`config.mk`:
```
export PLATFORM = sky130hd
export DESIGN_NAME = writeback_stage
export DESIGN_NICKNAME = d
export VERILOG_FILES = /design/src/rtl/writeback_stage.sv
export SDC_FILE = /design/constraint.sdc
export NUM_CORES = 1
export LEC_CHECK = 0
export CAP_MARGIN = 20
export CORE_UTILIZATION = 49
export CTS_BUF_LIST = sky130_fd_sc_hd__clkbuf_4 sky130_fd_sc_hd__clkbuf_8
export DETAILED_ROUTE_END_ITERATION = 6
export PLACE_DENSITY = 0.88
export SLEW_MARGIN = 20
export SYNTH_ARGS = -nofsm -noshare
export SYNTH_HDL_FRONTEND = slang
export SYNTH_SLANG_ARGS = --single-unit
```
`constraint.sdc`:
```
create_clock -name clk -period 2.9 [get_ports clk]
set_input_delay 0.725 -clock clk [delete_from_list [all_inputs] [get_ports clk]]
set_output_delay 0.725 -clock clk [all_outputs]
set_load 0.01 [all_outputs]
```
`src/rtl/writeback_stage.sv`:
```
// W pipeline register and commit logic: register-file write port, program status,
// sticky halt and retired/cycle counters for the five-stage Y86-64 pipeline.
module writeback_stage #(
  parameter int unsigned CNT_W = 32
) (
  input  logic             clk,
  input  logic             rst_n,
  input  logic [3:0]       m_stat,
  input  logic [3:0]       m_icode,
  input  logic [3:0]       M_dstE,
  input  logic [3:0]       M_dstM,
  input  logic [63:0]      M_valE,
  input  logic [63:0]      m_valM,
  input  logic             W_stall,
  input  logic             W_bubble,
  output logic [3:0]       W_stat,
  output logic [3:0]       W_icode,
  output logic [3:0]       W_dstE,
  output logic [3:0]       W_dstM,
  output logic [63:0]      W_valE,
  output logic [63:0]      W_valM,
  output logic [3:0]       Stat,
  output logic             halted,
  output logic [CNT_W-1:0] retired,
  output logic [CNT_W-1:0] cycles
);

  localparam int unsigned DW        = 64;
  localparam logic [3:0]  STAT_AOK  = 4'h1;
  localparam logic [3:0]  ICODE_NOP = 4'h1;
  localparam logic [3:0]  REG_NONE  = 4'hF;

  typedef struct packed {
    logic [3:0]    stat;
    logic [3:0]    icode;
    logic [3:0]    dst_e;
    logic [3:0]    dst_m;
    logic [DW-1:0] val_e;
    logic [DW-1:0] val_m;
  } w_reg_t;

  localparam w_reg_t W_BUBBLE = '{
    stat:  STAT_AOK,
    icode: ICODE_NOP,
    dst_e: REG_NONE,
    dst_m: REG_NONE,
    val_e: '0,
    val_m: '0
  };

  w_reg_t           w_d, w_q;
  logic             halted_d, halted_q;
  logic [CNT_W-1:0] retired_d, retired_q;
  logic [CNT_W-1:0] cycles_d, cycles_q;

  // Next-state: halt freezes everything; stall beats bubble beats normal load.
  always_comb begin
    w_d       = w_q;
    halted_d  = halted_q;
    retired_d = retired_q;
    cycles_d  = cycles_q;
    if (!halted_q) begin
      if (cycles_q != '1) cycles_d = cycles_q + CNT_W'(1);
      if (!W_stall) begin
        if (W_bubble) begin
          w_d = W_BUBBLE;
        end else begin
          w_d = '{stat: m_stat, icode: m_icode, dst_e: M_dstE, dst_m: M_dstM,
                  val_e: M_valE, val_m: m_valM};
          if (m_stat != STAT_AOK) begin
            halted_d = 1'b1;
          end else if (m_icode != ICODE_NOP && retired_q != '1) begin
            retired_d = retired_q + CNT_W'(1);
          end
        end
      end
    end
  end

  always_ff @(posedge clk or negedge rst_n) begin
    if (!rst_n) begin
      w_q       <= W_BUBBLE;
      halted_q  <= 1'b0;
      retired_q <= '0;
      cycles_q  <= '0;
    end else begin
      w_q       <= w_d;
      halted_q  <= halted_d;
      retired_q <= retired_d;
      cycles_q  <= cycles_d;
    end
  end

  // Excepting instructions must neither write the register file nor forward.
  assign W_dstE  = (w_q.stat == STAT_AOK) ? w_q.dst_e : REG_NONE;
  assign W_dstM  = (w_q.stat == STAT_AOK) ? w_q.dst_m : REG_NONE;
  assign W_stat  = w_q.stat;
  assign W_icode = w_q.icode;
  assign W_valE  = w_q.val_e;
  assign W_valM  = w_q.val_m;
  assign Stat    = w_q.stat;
  assign halted  = halted_q;
  assign retired = retired_q;
  assign cycles  = cycles_q;

endmodule

```
==> results.md <==
* Core Area at 18600 um2
* Longest Clk Path Bufs at 3
* Clock Skews at 24.4 ps
* CP Launch Type: register
* Rows at 50
* Final hold slack at 235 ps
* Max-slew headroom at 52.7%
* Pre-CTS WS at 48.2 ps
* Clk root buf: clkbuf_8
* Power Dens Cells at 628 nW/um2
* Initial Utilization at 49.9%
* Layout cell share with drive strength beyond 1 at 10.4%
* Final min period at 2760 ps
* IO Count at 361
* Worst EP arrival at 2030 ps
* Critical path fanouts, max at 5
* Largest net degree at the start of global routing at 129
* DP Wirelength at 17.5 mm
* CTS Buf Count at 36
* H-tree levels at 2
* # DRC at 0
* Primary FF master, synth: dfrtp_1
* Routed via count at 6815
* Status: complete, no violations
* Die Wd at 140 um
* Skew-Pair Late Insertion Delay at 500 ps
* Worst r2r src: cycles[15]
* M1 WL at 9.45 mm
* Placed insts at 1198
* Worst-path clk slew at 60 ps
* Worst Path Required at 2170 ps
* Slew Viols, Final at 0
* Seq cells post-synth at 209
* CTS tree: yes
* First-pass GRT wire length at 38.6 mm
* Initial drt markers at 372
* Worst reg2reg path depth at 5
* Cell area after synthesis at 9310 um2
* Yosys cell types at 46
* Post-synth EDFFs at 0
* Final ANT Viol Nets at 0
* Final-report hold violation count at 0
* Fmax at 362 MHz
* Setup WS post-layout at 141 ps
* Hold buffer count at cts at 0
* Final Non-Filler Cells at 1261
* Synth async-reset ratio at 100%
* Syn nets at 913
* Layout Nets at 1152
* Period utilisation layout at 95.2%
* Leading cell type in the layout, fill and taps excluded: clkdlybuf4s50_1
* Final GP Congestion at 0.804
* Worst Tran Pin Value at 706 ps
* Mapped Cells at 763
* Reg-to-reg slack, setup at 580 ps
* Die Y at 140 um
* DR WL/cell at 19.6 um
* Vias per std cell at 5.40
* Drt first pass iters at 6
* Synth-to-layout area growth at 39.2%
* Met2 routed WL at 12.2 mm
* Syn avg cell area at 12.2 um2
* Fin area at 13000 um2
* Peak VDD IR at 0.000393 V
* Met3 wire length at 2.11 mm
* Sink Count at 209
* Unrepaired setup endpoints after global routing: false
* Sequential-to-total area share from yosys stat at 56.3%
* YS warnings at 0
* Number of max-cap violations at 0
* Static Leak at 5.64 nW
* Final Util at 69.5%
* Most frequent cells in the layout: clkdlybuf4s50_1, dfrtp_1, a22o_1
* Initial antenna violation count at 1
* Die area at 19600 um2
* Routed WL at 24.7 mm
* Global-route usage over all layers at 25.1%
* Congestion Overflow GR at 0
* Setup TNS at 0 ps
* Critical Path Sink Type: output port
* Uppermost routed layer: met4
* Number of I/O port buffers at 360
* Final-report setup violation count at 0
* Final Power at 8.14 mW
* Placed inst area at 12200 um2
* Critical path class: reg2out
* Vias in the first global route at 7008
* Hold Crit Class: in2async
* Reg2reg end: cycles[15]
==> cell families (layout without fill, tap and decap cells) <==
group | after synthesis | in the layout | share of synthesized area [%]
DFF | 209 | 209 | 56.3
buffers and inverters | 180 | 443 | 13.0
AOI/OAI and AO/OA | 156 | 156 | 14.9
and+or+nand+nor | 153 | 153 | 9.56
xor gates and xnor gates | 62 | 62 | 5.83
adders and majority gates | 2 | 2 | 0.269
muxes | 1 | 1 | 0.121
other | 0 | 1 | 0
==> where the power goes <==
part	switching [mW]	internal, mW	total, mW
logic	0.640	1.17	1.81
registers	0.269	3.33	3.60
clock network	1.13	1.59	2.73
total	2.04	6.10	8.14
==> synth_stat cells (2+ instances only) <==
library cell | instances | area (um2)
nor2_1 | 25 | 93.8
nand3_1 | 14 | 70.1
nand2b_1 | 8 | 50.1
xor2_1 | 28 | 245
inv_1 | 7 | 26.3
nor4b_2 | 2 | 30.0
buf_1 | 5 | 18.8
a22o_1 | 134 | 1170
and3_1 | 7 | 43.8
buf_4 | 141 | 1060
xnor2_1 | 34 | 298
nor4_1 | 3 | 18.8
nor4b_1 | 2 | 17.5
and4_1 | 12 | 105
nand4_1 | 20 | 125
and2_1 | 2 | 12.5
or2_2 | 2 | 12.5
or3_1 | 2 | 12.5
nor3_2 | 3 | 30.0
o22a_1 | 10 | 87.6
buf_2 | 3 | 15.0
nor3_1 | 11 | 55.1
dfstp_2 | 10 | 263
nand2_1 | 34 | 128
dfrtp_1 | 199 | 4980
ha_1 | 2 | 25.0
clkbuf_1 | 24 | 90.1
==> layout make-up <==
type,instances,area (um2)
clock inverter,5,50.0
antenna,1,2.50
clock buffer,57,691
tap,234,293
multi-input combinational,374,2880
timing repair buffer,374,3770
fill,1251,5680
inverter,7,26.3
sequential,209,5240
==> worst max-delay path by stage <==
stage / start / to / slack [ps] / cells past startpoint
finish: Stat[0] / W_dstE[3] / 140 / 4
global placement: m_stat[3] / retired[28] / 90 / 6
floorplan: m_stat[2] / retired[10] / 660 / 5
detailed placement: m_stat[3] / retired[28] / 50 / 6
global route: Stat[0] / W_dstE[2] / 70 / 4
CTS: Stat[0] / W_dstE[3] / 70 / 4
==> worst max-delay path, cell delays in order (launching register included) <==
cell             delay (ps)
dfstp_2                 580
nor4b_4                 220
buf_4                   180
nand2b_1                 80
clkdlybuf4s50_1         490
==> flip-flops by register name (all words and copies together) (netlist names) <==
register  count
halted        1
cycles       32
W_icode       4
w_q           8
W_valE       64
Stat          4
retired      32
W_valM       64
==> timing repair <==
action / 4_1_cts / 5_1_grt
endpoints found under the setup margin: 8 / 6
buffers inserted: 0 / 0
pin swaps: 0 / 0
resized for setup: 1 / 1
endpoints found under the hold margin: 0 / 0
==> per-layer routing <==
layer  vias to the layer above  global-route usage [%]
met3                        74                    8.47
met4                         0                    11.3
met5                         -                       0
met1                      3354                    28.7
met2                       298                    42.4
li1                       3089                       -
Note: power is estimated with default switching activity, not from simulation.
